**src/rtl/fixed_point_sat_accum.sv**
```systemverilog
// Saturating signed fixed-point accumulator: sums LEN operands (add or
// subtract each), clamps at every step, and holds the result with a sticky
// overflow flag until the consumer takes it.
//
// Handshakes: a transfer happens on a rising edge where valid & ready are
// both 1. in_ready is 1 only in ACCUM with rst low and never looks at
// in_valid. out_valid is 1 only in HOLD and stays up with out_sum and
// out_overflow stable until out_ready is seen.
module fixed_point_sat_accum #(
    parameter int WIDTH = 32,
    parameter int FRAC  = 16,
    parameter int LEN   = 4
) (
    input  logic             clk,
    input  logic             rst,
    input  logic             clear,
    input  logic             in_valid,
    output logic             in_ready,
    input  logic [WIDTH-1:0] in_data,
    input  logic             in_sub,
    output logic             out_valid,
    input  logic             out_ready,
    output logic [WIDTH-1:0] out_sum,
    output logic             out_overflow
);

    // Parameter sanity; FRAC only describes the number format.
    if (WIDTH < 4 || FRAC < 0 || FRAC >= WIDTH || LEN < 1) begin : g_bad_params
        $error("fixed_point_sat_accum: illegal WIDTH/FRAC/LEN combination");
    end

    localparam int CW = (LEN > 1) ? $clog2(LEN) : 1;
    localparam logic [CW-1:0] LAST = CW'(LEN - 1);

    // Clamp limits, widened by two bits so acc +/- data never wraps.
    localparam logic signed [WIDTH+1:0] MAX_POS = {3'b000, {(WIDTH-1){1'b1}}};
    localparam logic signed [WIDTH+1:0] MIN_NEG = {3'b111, {(WIDTH-1){1'b0}}};

    typedef enum logic {
        ACCUM = 1'b0,
        HOLD  = 1'b1
    } state_t;

    state_t               state, state_nxt;
    logic [WIDTH-1:0]     acc, acc_nxt;
    logic [CW-1:0]        count, count_nxt;
    logic                 sticky, sticky_nxt;
    logic [WIDTH-1:0]     sum_nxt;
    logic                 ovf_nxt;

    logic signed [WIDTH+1:0] acc_ext;
    logic signed [WIDTH+1:0] data_ext;
    logic signed [WIDTH+1:0] sum_raw;
    logic                    sat_hi;
    logic                    sat_lo;
    logic                    step_sat;
    logic [WIDTH-1:0]        step_val;

    assign in_ready  = (state == ACCUM) && !rst;
    assign out_valid = (state == HOLD);

    // One saturating step: widened add/subtract, then clamp to the WIDTH range.
    always_comb begin
        acc_ext  = {{2{acc[WIDTH-1]}}, acc};
        data_ext = {{2{in_data[WIDTH-1]}}, in_data};
        sum_raw  = in_sub ? (acc_ext - data_ext) : (acc_ext + data_ext);
        sat_hi   = (sum_raw > MAX_POS);
        sat_lo   = (sum_raw < MIN_NEG);
        step_sat = sat_hi || sat_lo;
        if (sat_hi) begin
            step_val = MAX_POS[WIDTH-1:0];
        end else if (sat_lo) begin
            step_val = MIN_NEG[WIDTH-1:0];
        end else begin
            step_val = sum_raw[WIDTH-1:0];
        end
    end

    // Next-state logic: clear beats both handshakes; last term loads the result.
    always_comb begin
        state_nxt  = state;
        acc_nxt    = acc;
        count_nxt  = count;
        sticky_nxt = sticky;
        sum_nxt    = out_sum;
        ovf_nxt    = out_overflow;
        if (clear) begin
            state_nxt  = ACCUM;
            acc_nxt    = '0;
            count_nxt  = '0;
            sticky_nxt = 1'b0;
        end else if (state == HOLD) begin
            if (out_ready) begin
                state_nxt = ACCUM;
            end
        end else if (in_valid) begin
            if (count == LAST) begin
                sum_nxt    = step_val;
                ovf_nxt    = sticky || step_sat;
                state_nxt  = HOLD;
                acc_nxt    = '0;
                count_nxt  = '0;
                sticky_nxt = 1'b0;
            end else begin
                acc_nxt    = step_val;
                count_nxt  = count + CW'(1);
                sticky_nxt = sticky || step_sat;
            end
        end
    end

    // State and datapath registers with synchronous reset.
    always_ff @(posedge clk) begin
        if (rst) begin
            state        <= ACCUM;
            acc          <= '0;
            count        <= '0;
            sticky       <= 1'b0;
            out_sum      <= '0;
            out_overflow <= 1'b0;
        end else begin
            state        <= state_nxt;
            acc          <= acc_nxt;
            count        <= count_nxt;
            sticky       <= sticky_nxt;
            out_sum      <= sum_nxt;
            out_overflow <= ovf_nxt;
        end
    end

endmodule

```
**config.mk**
```make
export PLATFORM = sky130hd
export DESIGN_NAME = fixed_point_sat_accum
export DESIGN_NICKNAME = d
export VERILOG_FILES = /design/src/rtl/fixed_point_sat_accum.sv
export SDC_FILE = /design/constraint.sdc
export NUM_CORES = 1
export LEC_CHECK = 0
export CAP_MARGIN = 15
export CORE_UTILIZATION = 55
export DETAILED_ROUTE_END_ITERATION = 8
export HOLD_SLACK_MARGIN = 0.08
export PLACE_DENSITY = 0.85
export SLEW_MARGIN = 40
export SYNTH_ARGS = -nofsm -noshare
export SYNTH_HDL_FRONTEND = slang
export SYNTH_SLANG_ARGS = --single-unit
```
**constraint.sdc**
```tcl
create_clock -name clk -period 6.8 [get_ports clk]
set_input_delay 2.04 -clock clk [delete_from_list [all_inputs] [get_ports clk]]
set_output_delay 2.04 -clock clk [all_outputs]
set_load 0.01 [all_outputs]
```
==> impl_metrics.yaml <==
run_status:
  status: "finished, final reports clean"
timing:
  finalSetupViolCount: 0
  slew_headroom_pct: 56.56
  skew_ns: 0.01061
  hold_viol: 0
  finalCritPeriodShare_pct: 95.37
  postLayoutSetupSlackWorst_ns: 0.3146
  rsz0062_at_grt: "false"
  slew_violations: 0
  tightest_slew_ns: 0.6492
  hold_slack_ns: 0.4548
  period_needed_ns: 6.485
  max_freq_mhz: 154.2
route:
  drc_errors: 0
  drt_iter0_drc: 347
  antenna_left: 0
  dr.pass1.iters: 5
  wl_um: 13720
  vias: 4899
  avgRoutedWirePerCell_um: 17.00
  drt-vias-per-instance: 6.071
logic_synthesis:
  synth_top_area_cell: "dfxtp_1"
  ys_seq_area_share_pct: 28.81
  async_reset_ff_share_pct: 0
  yosys-top-cells-count: "nand2_1, nor2_1, dfxtp_1, o21ai_0, a21oi_1"
  synth_top_area_share_pct: 28.81
  syn_area_per_cell_sq_um: 7.733
  synth.distinct_cells: 62
  ys_warn_count: 0
  synthTopCellsByArea: "dfxtp_1, ha_1, xnor2_1, o21ai_0, a21oi_1"
  synth-seq-cells: 69
  synth.most_common_cell: "nand2_1"
  synthFlopType: "dfxtp_1"
  synth_fp_nets: 693
  synth-edff-count: 0
  synthesis.area_sq_mm: 0.004795
  synthCells: 620
floorplanning:
  ioPinCount: 73
  core_area_sq_mm: 0.008341
  die_area_sq_mm: 0.009094
  rows: 33
  start_util_pct: 57.49
  die_h_um: 95.37
  die_w_um: 95.37
critical_path:
  reg2reg_from: "acc[0]$_SDFFE_PP0P_"
  endpoint: "out_sum[13]$_SDFFE_PP0P_"
  critPathArrivalTime_ns: 6.75
  critPathKind: "input pin to register"
  worst_ep_required_time_ns: 7.06
  reg2reg_to: "out_sum[13]$_SDFFE_PP0P_"
  critPathMaxFanout: 13
  cp-start-kind: "input pin"
  r2r.worst_path.cells: 15
  cp-end-kind: "register"
  startpoint: "in_data[0]"
  rrSetupSlack_ns: 2.98
global_route:
  grt_overflow: 0
  grt_usage_pct: 32.07
  grt_pass1_vias: 4641
  grt_first_pass_wirelength_um: 22280
  grt_max_degree: 31
  grt_antenna_before_repair: 0
job:
  maxCapViolations: 0
power_and_ir_drop:
  ir_worst_vdd_v: 0.0001038
  power_mw: 1.236
  power_leakage_nw: 2.335
  power_density_mw_per_mm2: 209.4
clocking:
  cts_resized: 0
  cts_tree: "built"
  cts_setup_buffers: 0
  clk_path_buf_depth: 2
  clkSlewWorstSetupHoldPaths_ns: 0.07
  cts.hold.buffers_added: 0
  cts.htree.levels: 3
  clkSinkCount: 69
  worstSkewPairLatency_ns: 0.36
  clock_tree.root_cell: "clkbuf_8"
  cts_made_buffers: 9
layout:
  drive_gt1_share_pct: 7.835
  area_delta_synth_final_pct: 23.12
  nets: 770
  diodes: 0
placed_design:
  dp_hpwl_um: 10310
  port-buffer-count: 72
  place_congestion: 0.9376
  dp_slack_ns: -0.1135
min_path:
  hold_path_class: "register to register"
  whs_path_depth: 2
## sequential cells by signal (all words and copies together) (netlist names)
name,count
acc,32
count,2
out_overflow,1
out_sum,32
out_valid,1
sticky,1
## power by group
part | switching, mW | leakage [nW] | internal [mW]
clock | 0.169 | 0.112 | 0.216
combinational | 0.249 | 1.66 | 0.173
sequential | 0.0105 | 0.559 | 0.420
## area by class of cell
type                            count  area (sq um)
Multi-Input combinational cell    509          3239
Fill cell                         672          2437
Sequential cell                    69          1381
Timing Repair Buffer               91         863.3
Clock buffer                       10         137.6
Tap cell                          105         131.4
Clock inverter                      6         86.33
Inverter                           17         63.81
## placed cells by master (no fill, tap or decap), types with 3 or more instances in the layout
| master | count |
|---|---|
| a31oi_1 | 8 |
| and4_1 | 3 |
| buf_4 | 19 |
| nor2_1 | 72 |
| nand3_1 | 9 |
| nand2b_1 | 9 |
| o21bai_1 | 5 |
| o221ai_1 | 3 |
| inv_1 | 17 |
| nor2b_1 | 7 |
| dfxtp_1 | 69 |
| o21ai_0 | 66 |
| maj3_2 | 4 |
| clkdlybuf4s50_1 | 72 |
| a211oi_1 | 15 |
| ha_1 | 34 |
| clkbuf_8 | 10 |
| and3_1 | 4 |
| xor2_1 | 17 |
| nand2_1 | 74 |
| a211oi_2 | 3 |
| nand4_1 | 4 |
| o211ai_1 | 4 |
| nor3_1 | 9 |
| and2_1 | 4 |
| a22o_1 | 4 |
| a21o_1 | 13 |
| xnor2_1 | 41 |
| a21oi_1 | 60 |
## worst min path at each step
| stage | end | from |
|---|---|---|
| after floorplan | acc[0]$_SDFFE_PP0P_ | acc[0]$_SDFFE_PP0P_ |
| after global placement | out_sum[14]$_SDFFE_PP0P_ | out_sum[14]$_SDFFE_PP0P_ |
| after detailed placement | out_sum[16]$_SDFFE_PP0P_ | out_sum[16]$_SDFFE_PP0P_ |
| after CTS | out_sum[16]$_SDFFE_PP0P_ | out_sum[16]$_SDFFE_PP0P_ |
| after global routing | count[1]$_SDFFE_PP0P_ | count[1]$_SDFFE_PP0P_ |
| final | out_sum[17]$_SDFFE_PP0P_ | out_sum[17]$_SDFFE_PP0P_ |
## through the flow
step / cells / cell area [sq um] / util [%] / setup TNS [ns]
after floorplan: 620 / 4795 / - / 0
after global placement: 791 / 5674 / 68.03 / -0.03307
after detailed placement: 791 / 5674 / 68.03 / -0.2236
after CTS: 807 / 5898 / 70.72 / 0
after global routing: 807 / 5903 / 70.78 / 0
final: 807 / 5903 / 70.78 / 0
## cell families after synthesis
group                      synth area share [%]
adders and majority gates                 10.44
AOI/OAI and AO/OA                         24.79
and+or+nand+nor                           20.46
xor gates and xnor gates                  11.27
DFF                                       28.81
muxes                                    0.4436
buffers and inverters                     3.784
## routing by layer
metal | track usage, % | part of all wire [%] | up-vias
li1 | - | - | 2349
met1 | 39.78 | 42 | 2269
met2 | 53.27 | 47 | 229
met3 | 6.220 | 7.5 | 52
met4 | 14.90 | 4.0 | 0
met5 | 0 | 0 | -
## critical path: stages
cell and delay (ns):
clkdlybuf4s50_1 0.48, inv_1 0.09, ha_1 0.15, nor3b_1 0.34
and2_1 0.28, buf_4 0.21, nor2_1 0.06, xnor2_1 0.14
ha_1 0.40, o211ai_1 0.14, a211o_1 0.33, a2111o_1 0.44
a21oi_1 0.33, a41oi_1 0.22, xnor2_2 0.18, buf_4 0.21
nor2_4 0.14, buf_4 0.22, a21oi_1 0.07, a211oi_1 0.26
Note: power is estimated with default switching activity, not from simulation.
